## config.mk

```make
export PLATFORM = sky130hd
export DESIGN_NAME = exc_sequencer
export DESIGN_NICKNAME = d
export VERILOG_FILES = /design/src/rtl/exc_sequencer.sv
export SDC_FILE = /design/constraint.sdc
export NUM_CORES = 1
export LEC_CHECK = 0
export ABC_AREA = 1
export BUFFER_PORTS_ARGS = -buffer_cell sky130_fd_sc_hd__buf_2
export CAP_MARGIN = 20
export CELL_PAD_IN_SITES_DETAIL_PLACEMENT = 1
export CELL_PAD_IN_SITES_GLOBAL_PLACEMENT = 1
export CORE_AREA = 2 2 125 127
export CTS_BUF_LIST = sky130_fd_sc_hd__clkbuf_2
export DETAILED_ROUTE_END_ITERATION = 16
export DIE_AREA = 0 0 127 129
export GPL_ROUTABILITY_DRIVEN = 0
export GPL_TIMING_DRIVEN = 0
export PLACE_DENSITY = 0.89
export SLEW_MARGIN = 5
export SYNTH_ARGS = -nofsm -noshare
export SYNTH_HDL_FRONTEND = slang
export SYNTH_SLANG_ARGS = --single-unit
```

## constraint.sdc

```tcl
create_clock -name cpu_clk_50M -period 7.7 [get_ports cpu_clk_50M]
set_input_delay 0.385 -clock cpu_clk_50M [delete_from_list [all_inputs] [get_ports cpu_clk_50M]]
set_output_delay 0.385 -clock cpu_clk_50M [all_outputs]
set_load 0.005 [all_outputs]
```

## src/rtl/exc_sequencer.sv

```systemverilog
`default_nettype none
// ============================================================================
//  Module   : exc_sequencer
//  Purpose  : Exception/interrupt commit controller between the MEM stage and
//             CP0. It samples the MEM exception flags, ERET and the pending
//             interrupt in IDLE. It picks one cause by fixed priority and
//             presents the code, EPC and BadVAddr to CP0 for exactly one
//             cycle. It then issues a held fetch redirect to the CP0-supplied
//             target and keeps the pipeline flushed until the front end has
//             restarted.
//  Ports    : cpu_clk_50M / cpu_rst     clock, async active-high reset
//             mem_*_i                   MEM-stage instruction info
//             status_i / cause_i        CP0 Status / Cause
//             cp0_excaddr_i             target from CP0 (comb. on exccode_o)
//             redirect_ready_i          fetch accepts redirect
//             exccode_o, epc_pc_o,
//             in_delay_o, badvaddr_o    commit information to CP0
//             flush_o                   flush IF..MEM
//             redirect_valid_o/addr_o   fetch redirect request
//             busy_o                    sequencer not idle
//  Revision : 1.0  initial release
// ============================================================================
module exc_sequencer #(
    parameter int DRAIN_CYCLES = 2
) (
    input  logic        cpu_clk_50M,
    input  logic        cpu_rst,
    input  logic        mem_valid_i,
    input  logic [31:0] mem_pc_i,
    input  logic        mem_in_delay_i,
    input  logic [6:0]  mem_exc_i,
    input  logic        mem_eret_i,
    input  logic [31:0] mem_daddr_i,
    input  logic [31:0] status_i,
    input  logic [31:0] cause_i,
    input  logic [31:0] cp0_excaddr_i,
    input  logic        redirect_ready_i,
    output logic [4:0]  exccode_o,
    output logic [31:0] epc_pc_o,
    output logic        in_delay_o,
    output logic [31:0] badvaddr_o,
    output logic        flush_o,
    output logic        redirect_valid_o,
    output logic [31:0] redirect_addr_o,
    output logic        busy_o
);

    localparam int CNT_W = (DRAIN_CYCLES > 1) ? $clog2(DRAIN_CYCLES + 1) : 1;
    localparam logic [CNT_W-1:0] c_drain_load = CNT_W'(DRAIN_CYCLES);
    localparam logic [CNT_W-1:0] c_cnt_one    = CNT_W'(1);

    localparam logic [1:0] c_st_idle     = 2'd0;
    localparam logic [1:0] c_st_commit   = 2'd1;
    localparam logic [1:0] c_st_redirect = 2'd2;
    localparam logic [1:0] c_st_drain    = 2'd3;

    localparam logic [4:0] c_exc_int  = 5'h00;
    localparam logic [4:0] c_exc_adel = 5'h04;
    localparam logic [4:0] c_exc_ades = 5'h05;
    localparam logic [4:0] c_exc_sys  = 5'h08;
    localparam logic [4:0] c_exc_bp   = 5'h09;
    localparam logic [4:0] c_exc_ri   = 5'h0a;
    localparam logic [4:0] c_exc_ov   = 5'h0c;
    localparam logic [4:0] c_exc_none = 5'h10;
    localparam logic [4:0] c_exc_eret = 5'h11;

    logic [1:0]       state_q, state_d;
    logic [CNT_W-1:0] cnt_q, cnt_d;
    logic [4:0]       exccode_q, exccode_d;
    logic [31:0]      epc_q, epc_d;
    logic             in_delay_q, in_delay_d;
    logic [31:0]      badvaddr_q, badvaddr_d;
    logic             flush_q, flush_d;
    logic             redirect_valid_q, redirect_valid_d;
    logic [31:0]      redirect_addr_q, redirect_addr_d;

    logic             w_int_p;
    logic             w_trigger;
    logic [4:0]       w_code;
    logic             w_bad_pc;
    logic             w_bad_data;
    logic             w_unused;

    // Only the IE/EXL bits and the interrupt mask/pending fields matter here.
    assign w_unused = ^{status_i[31:16], status_i[7:2], cause_i[31:16], cause_i[7:0]};

    assign w_int_p   = status_i[0] & ~status_i[1] & (|(status_i[15:8] & cause_i[15:8]));
    assign w_trigger = mem_valid_i & (w_int_p | (|mem_exc_i) | mem_eret_i);

    // Fixed-priority cause selection; BadVAddr source follows the winner.
    always_comb begin : p_priority
        w_code     = c_exc_none;
        w_bad_pc   = 1'b0;
        w_bad_data = 1'b0;
        if (w_int_p) begin
            w_code = c_exc_int;
        end else if (mem_exc_i[0]) begin
            w_code   = c_exc_adel;
            w_bad_pc = 1'b1;
        end else if (mem_exc_i[1]) begin
            w_code = c_exc_ri;
        end else if (mem_exc_i[2]) begin
            w_code = c_exc_ov;
        end else if (mem_exc_i[3]) begin
            w_code = c_exc_sys;
        end else if (mem_exc_i[4]) begin
            w_code = c_exc_bp;
        end else if (mem_exc_i[5]) begin
            w_code     = c_exc_adel;
            w_bad_data = 1'b1;
        end else if (mem_exc_i[6]) begin
            w_code     = c_exc_ades;
            w_bad_data = 1'b1;
        end else if (mem_eret_i) begin
            w_code = c_exc_eret;
        end
    end

    // State register
    always_ff @(posedge cpu_clk_50M or posedge cpu_rst) begin
        if (cpu_rst) begin
            state_q <= c_st_idle;
            cnt_q   <= '0;
        end else begin
            state_q <= state_d;
            cnt_q   <= cnt_d;
        end
    end

    // Next-state logic
    always_comb begin : p_next_state
        state_d = state_q;
        cnt_d   = cnt_q;
        case (state_q)
            c_st_idle: begin
                if (w_trigger) begin
                    state_d = c_st_commit;
                end
            end
            c_st_commit: begin
                state_d = c_st_redirect;
            end
            c_st_redirect: begin
                if (redirect_valid_q && redirect_ready_i) begin
                    state_d = c_st_drain;
                    cnt_d   = c_drain_load;
                end
            end
            c_st_drain: begin
                cnt_d = cnt_q - c_cnt_one;
                if (cnt_q == c_cnt_one) begin
                    state_d = c_st_idle;
                end
            end
            default: begin
                state_d = c_st_idle;
                cnt_d   = '0;
            end
        endcase
    end

    // Output logic: computes the next value of every registered output so
    // that nothing reaches the ports combinationally from the inputs.
    always_comb begin : p_outputs
        exccode_d        = c_exc_none;
        epc_d            = epc_q;
        in_delay_d       = in_delay_q;
        badvaddr_d       = badvaddr_q;
        redirect_addr_d  = redirect_addr_q;
        flush_d          = (state_d != c_st_idle);
        redirect_valid_d = (state_d == c_st_redirect);

        if ((state_q == c_st_idle) && w_trigger) begin
            exccode_d  = w_code;
            epc_d      = mem_pc_i;
            in_delay_d = mem_in_delay_i;
            if (w_bad_pc) begin
                badvaddr_d = mem_pc_i;
            end else if (w_bad_data) begin
                badvaddr_d = mem_daddr_i;
            end
        end

        // CP0 resolves the target from exccode_o during COMMIT; freeze it
        // here so it stays constant for the whole redirect wait.
        if (state_q == c_st_commit) begin
            redirect_addr_d = cp0_excaddr_i;
        end
    end

    always_ff @(posedge cpu_clk_50M or posedge cpu_rst) begin
        if (cpu_rst) begin
            exccode_q        <= c_exc_none;
            epc_q            <= '0;
            in_delay_q       <= 1'b0;
            badvaddr_q       <= '0;
            flush_q          <= 1'b0;
            redirect_valid_q <= 1'b0;
            redirect_addr_q  <= '0;
        end else begin
            exccode_q        <= exccode_d;
            epc_q            <= epc_d;
            in_delay_q       <= in_delay_d;
            badvaddr_q       <= badvaddr_d;
            flush_q          <= flush_d;
            redirect_valid_q <= redirect_valid_d;
            redirect_addr_q  <= redirect_addr_d;
        end
    end

    assign exccode_o        = exccode_q;
    assign epc_pc_o         = epc_q;
    assign in_delay_o       = in_delay_q;
    assign badvaddr_o       = badvaddr_q;
    assign flush_o          = flush_q;
    assign redirect_valid_o = redirect_valid_q;
    assign redirect_addr_o  = redirect_addr_q;
    assign busy_o           = (state_q != c_st_idle);

endmodule
`default_nettype wire

```

==> results.cfg, run 1 <==
[pwr]
p_leak_nw = 3.765
power_density_mw_per_mm2 = 307.2
total_power_mw = 2.105
irDropWorstVdd_uv = 120.9

[clock_network]
tritoncts_num_sinks = 108
cts_root_buffer = sky130_fd_sc_hd__clkbuf_2
cts_buf_count = 9
cts.repair_timing.setup_buffer_count = 0
cts_max_level = 3
cts_tree = yes
path_clk_slew_ns = 0.29
cts-resized-gates = 0
cts_buffer_depth = 2
cts_hold_buf = 73
clk_latency_ns = 0.60

[synth]
ys.flop_type = sky130_fd_sc_hd__dfrtp_1
yosys.cell_count.top_type = sky130_fd_sc_hd__nand2_1
dominant_combinational_cell_family_by_area_after_synthesis = simple AND/OR/NAND/NOR gates
synthesis.area_per_instance_sq_um = 9.275
async_reset_ff_frac = 1.000
yosys.area.top_type = sky130_fd_sc_hd__dfrtp_1
synth_enable_flop_cells = 0
synth-simple-area-share = 0.1890
syn-cell-area_sq_mm = 0.004582
synthDistinctLibCells = 24
synthXorXnorAreaFrac = 0
synth-seq-cells = 108
synthesized_instance_count = 494
ys_top_cells_by_count = 191 x sky130_fd_sc_hd__nand2_1, 107 x sky130_fd_sc_hd__dfrtp_1, 54 x sky130_fd_sc_hd__o21ai_0
synth-seq-area-share = 0.5901
synth_compound_gate_area_share = 0.07837
synthDominantCellAreaShare = 0.5844
postSynthNetCount = 668
ys_top_cells_by_area = sky130_fd_sc_hd__dfrtp_1 58%, sky130_fd_sc_hd__nand2_1 16%, sky130_fd_sc_hd__mux2_2 7.9%
synthMuxAreaShare = 0.07865
yosysWarnings = 0
yosys.area_share.adder = 0.002731

[timing]
skew_ns = 0.03575
period_share = 0.2475
finalSetupTns_ns = 0
finalMaxSlewViolations = 0
max_freq_mhz = 524.8
worst_slew_pin_slew_ns = 0.4745
worst_hold_slack_ns = 0.06142
finalSetupViolations = 0
layout_setup_ws_ns = 5.795
hold_viol_final = 0
grt_setup_unrepaired = false
fin_crit_ns = 1.905
max-slew-margin-rel = 0.6836

[placement]
detailedPlacementHpwl_um = 11710
placement.io_buffers = 231
placement.setup.worst_slack_ns = 5.757
place.detailed.instances = 914

[route]
via_count = 4619
dr.first_iter.drc_count = 192
drc_errors = 0
wirelength_routed_um = 17890
dr.pass1.iters = 4
ant_nets = 0
avgViaCountPerCell = 4.605
routed_len_inst_um = 17.83

[grt]
grt.met2_usage = 0.4064
first_global_vias = 5120
grt_met3_usage = 0.05364
use_met1 = 0.2442
grt_pass1_wl_um = 27480
grt_max_degree = 63
gr-total-overflow = 0
antenna_found_initial = 0
grtUsageTotal = 0.2180
top_usage_layer = met2

[worst_setup_path]
path_class = reg2out
worstPathArrival_ns = 1.52
end_kind = primary output
critPathMaxFanout = 5
crit_required_ns = 7.32
worst_setup_path_start_kind = flop

[min_path]
hold_class = in2reg

[finish]
layout.filler_cells = 1798
drive_above_1_share = 0.3804
n_antenna_cell = 0
stdcell_count = 1003
finalNetCount = 984
syn_to_final_growth_pct = 49.59

[job]
maxCapViolCount = 0

[floorplanning]
placeableCoreArea_sq_mm = 0.01498
die-height_um = 129
fp.dieArea_sq_mm = 0.01638
fp.dieW_um = 127
initial_core_util = 0.3059
placement_rows = 45
io_pins = 278

[status]
status = finished, final reports clean
## flip-flops by register name, indices dropped and copies added, names as in the netlist
register	cells
cnt_q	2
flush_o	1
badvaddr_o	32
in_delay_o	1
epc_pc_o	32
state_q	2
redirect_valid_o	1
redirect_addr_o	32
exccode_o	5
## path summary, 6_finish.rpt
path                           startpoint              to  slack, ns  cells past startpoint
max reg2reg                    state_q[0]  badvaddr_o[12]       5.97                      6
min in group asynchronous         cpu_rst    epc_pc_o[23]       0.33                      3
max in group asynchronous         cpu_rst    exccode_o[4]       6.63                      4
max                            state_q[0]          busy_o       5.79                      2
min reg2reg                badvaddr_o[24]  badvaddr_o[24]       0.52                      2
min                           mem_pc_i[6]     epc_pc_o[6]       0.06                      3
## critical path: stages, from the launching register on
cell	delay, ns
sky130_fd_sc_hd__dfrtp_1	0.49
sky130_fd_sc_hd__or2_1	0.30
sky130_fd_sc_hd__buf_2	0.16
## cells in the final DEF, fill, tap and decap left out
cell type,count
sky130_fd_sc_hd__o21ai_1,14
sky130_fd_sc_hd__ha_1,1
sky130_fd_sc_hd__or2_2,2
sky130_fd_sc_hd__nand2_1,191
sky130_fd_sc_hd__a21oi_1,2
sky130_fd_sc_hd__clkinvlp_4,2
sky130_fd_sc_hd__inv_2,1
sky130_fd_sc_hd__buf_16,1
sky130_fd_sc_hd__nor3_1,2
sky130_fd_sc_hd__clkinv_4,2
sky130_fd_sc_hd__inv_1,40
sky130_fd_sc_hd__nand2_2,2
sky130_fd_sc_hd__mux2_2,32
sky130_fd_sc_hd__nor2_2,1
sky130_fd_sc_hd__nand3_2,1
sky130_fd_sc_hd__clkbuf_2,11
sky130_fd_sc_hd__inv_6,1
sky130_fd_sc_hd__or2_1,1
sky130_fd_sc_hd__dfrtp_1,107
sky130_fd_sc_hd__dfstp_2,1
sky130_fd_sc_hd__buf_2,245
sky130_fd_sc_hd__bufinv_16,1
sky130_fd_sc_hd__nand3_1,1
sky130_fd_sc_hd__nor2_1,14
sky130_fd_sc_hd__clkbuf_1,5
sky130_fd_sc_hd__o21ai_0,54
sky130_fd_sc_hd__buf_6,3
sky130_fd_sc_hd__a21oi_2,1
sky130_fd_sc_hd__nor2_4,2
sky130_fd_sc_hd__nand2_4,1
sky130_fd_sc_hd__dlygate4sd3_1,73
## layout make-up
| class | count | area, sq um | area share |
|---|---|---|---|
| flip-flops and latches | 108 | 2704 | 0.3945 |
| clock buffers | 11 | 55.05 | 0.008032 |
| multi-input cells | 322 | 1598 | 0.2331 |
| plain buffers | 22 | 122.6 | 0.01789 |
| repair buffers | 305 | 1914 | 0.2793 |
| clock inverters | 5 | 62.56 | 0.009127 |
| well taps | 188 | 235.2 | 0.03432 |
| inverters | 42 | 162.7 | 0.02373 |
## logic make-up after synthesis
logic type / count (synthesis)
compound gates: 71
fa+ha+maj: 1
buf+inv: 64
flops: 108
mux: 32
simple gates: 218
## per-layer routing
layer / routed length, um / share of wire
met1: 7068 / 0.40
met2: 9183 / 0.51
met3: 1302 / 0.073
met4: 332 / 0.019
met5: 0 / 0
## stage by stage
step	util	instance area, sq um
after floorplan	-	4582
after global placement	0.3988	5973
after detailed placement	0.4010	6006
after CTS	0.4576	6854
after global routing	0.4576	6854
final	0.4576	6854
## where the power goes
group	internal, mW	total [mW]	switching (mW)
registers	0.829	0.991	0.162
logic	0.415	0.841	0.426
clock network	0.0785	0.274	0.195
Power figures use the tool's default switching activity.
==> run 2, diff against run 1 <==
clock period = 2 ns   (was 7.7 ns; I/O delays follow)
==> run 2 against run 1 <==
Die area is the same. Critical path depth grew 11. Highest routed layer unchanged. First-iteration DRC count grew 6.3%. Sequential power grew to 3.8 times the previous value. Total power grew to 3.9 times the previous value. Via count grew 6.4%. Final area grew 7.3%. Sequential cell count is the same. Combinational power grew to 4.1 times the previous value. Critical path type is now in2reg. Global-route usage grew 2.1 points. Wire length grew 7.7%. Cell count grew 4.9%.
==> results.cfg, run 2 (synthesized netlist as in run 1, its figures left out) <==
[status]
status = finished, final reports clean

[worst_setup_path]
cp_cell_sequence = buf_2, nand2_1, nand2_1, nor2_1, nand2_1, nand2_2, nand2_4, buf_2, o21ai_0, dlygate4sd3_1, nand2_1, dlygate4sd3_1, nand2_1
path_class = in2reg
worst_reg2reg_path_endpoint = badvaddr_o[30]
worst_setup_path_start_kind = input port
crit_buf_inv = 4
cell_with_the_biggest_individual_delay_on_the_critical_path = sky130_fd_sc_hd__dlygate4sd3_1
regToRegSetupSlack_ns = 0.14
r2r_start = state_q[0]
critical_path.max_stage_delay_ns = 0.56
cp_top_delay_family = buffers and inverters
r2r_cells = 7
worstPathArrival_ns = 2.42
end_kind = flop
crit_required_ns = 2.54
critPathMaxFanout = 10
cpMostUsedCell = sky130_fd_sc_hd__nand2_1

[finish]
multiInputGateArea_sq_mm = 0.001603
n_antenna_cell = 0
layout.cell_area.non_filler_sq_mm = 0.007357
layout.filler_cells = 1782
layout_common_cells = 245 x sky130_fd_sc_hd__buf_2, 191 x sky130_fd_sc_hd__nand2_1, 120 x sky130_fd_sc_hd__dlygate4sd3_1
syn_to_final_growth_pct = 60.57
drive_above_1_share = 0.3611
stdcell_count = 1052
layout.core_utilization = 0.4912
most_common_library_cell_in_the_layout_ignoring_fill_and_taps = sky130_fd_sc_hd__buf_2
seq_cell_area_sq_mm = 0.002704
finalNetCount = 1034

[min_path]
hold_path_startpoint = mem_exc_i[0]
hold_class = in2reg
hold_path_end = badvaddr_o[28]
min_path_cells = 6

[route]
dr.pass1.iters = 6
routed_len_inst_um = 18.30
drc_errors = 0
via_count = 4914
avgViaCountPerCell = 4.671
ant_nets = 0
wirelength_routed_um = 19260
dr.first_iter.drc_count = 204

[placement]
postPlaceCellArea_sq_mm = 0.006017
placement.io_buffers = 231
place.detailed.instances = 915
detailedPlacementHpwl_um = 11920
placement.setup.worst_slack_ns = 0.2200

[timing]
max_freq_mhz = 532.2
layout_setup_ws_ns = 0.1209
hold_viol_final = 0
period_share = 0.9396
finalMaxSlewViolations = 0
worst_hold_slack_ns = 0.03513
max-slew-margin-rel = 0.4401
skew_ns = 0.04173
finalSetupViolations = 0
fin_crit_ns = 1.879
worst_slew_pin_slew_ns = 0.8381

[floorplanning]
io_pins = 278
initial_core_util = 0.3059
die-height_um = 129
placement_rows = 45
fp.dieW_um = 127
fp.dieArea_sq_mm = 0.01638
placeableCoreArea_sq_mm = 0.01498

[grt]
first_global_vias = 5628
grt_pass1_wl_um = 30010
gr-total-overflow = 0
grtUsageTotal = 0.2390
antenna_found_initial = 0
grt_max_degree = 39

[clock_network]
cts_max_level = 3
cts_root_buffer = sky130_fd_sc_hd__clkbuf_2
path_clk_slew_ns = 0.32
cts_tree = yes
clk_latency_ns = 0.59
tritoncts_num_sinks = 108
cts_buf_count = 9
cts_buffer_depth = 2

[job]
maxCapViolCount = 0

[pwr]
p_leak_nw = 3.969
power_density_mw_per_mm2 = 1121
irDropWorstVdd_uv = 467.2
## run 2: worst max-delay path by stage
stage            startpoint             end  slack, ns  depth (start not counted)
6_report       status_i[12]  badvaddr_o[30]       0.12                         13
2_1_floorplan       cpu_rst   badvaddr_o[0]       0.60                          1
4_1_cts          state_q[0]  badvaddr_o[30]       0.03                          7
3_5_place_dp     state_q[0]   badvaddr_o[7]       0.22                          6
3_3_place_gp        cpu_rst  badvaddr_o[10]      -0.16                          2
5_1_grt        status_i[12]  badvaddr_o[30]     -0.002                         13
## run 2: area by class of cell
class,count,share of cell area
clock buffers,9,0.006122
multi-input cells,322,0.2179
inverters,42,0.02194
plain buffers,22,0.01667
well taps,188,0.03197
flip-flops and latches,108,0.3675
repair buffers,355,0.3279
clock inverters,6,0.01003
## run 2: routing by layer
metal / part of all wire / global-route usage / vias to the layer above
li1: - / - / 2269
met2: 0.52 / 0.4485 / 223
met3: 0.067 / 0.05655 / 48
met5: 0 / 0 / -
met1: 0.38 / 0.2602 / 2374
met4: 0.030 / 0.09502 / 0
## run 2: what timing repair did
item,4_1_cts,5_1_grt
resized for setup,0,1
buffers inserted,0,2
hold buffers,120,0
hold endpoints to repair,140,0
setup endpoints to repair,0,1
## run 2: power by group
group          leakage (nW)  internal [mW]  switching [mW]
combinational          2.58           1.69            1.72
clock                0.0661          0.294           0.746
sequential             1.33           3.19           0.605
## run 2: worst register-to-register path: cells and delay by family, from the launching register on
| family | cells | cell delay, ns |
|---|---|---|
| simple gates | 6 | 0.87 |
| buf+inv | 1 | 0.55 |
| flops | 1 | 0.44 |
## run 2: through the flow
| step | power [mW] | setup TNS [ns] |
|---|---|---|
| 5_1_grt | 8.857 | -0.002154 |
| 2_1_floorplan | 5.175 | 0 |
| 6_report | 8.250 | 0 |
| 4_1_cts | 8.076 | 0 |
| 3_3_place_gp | 6.638 | -16.04 |
| 3_5_place_dp | 6.839 | 0 |
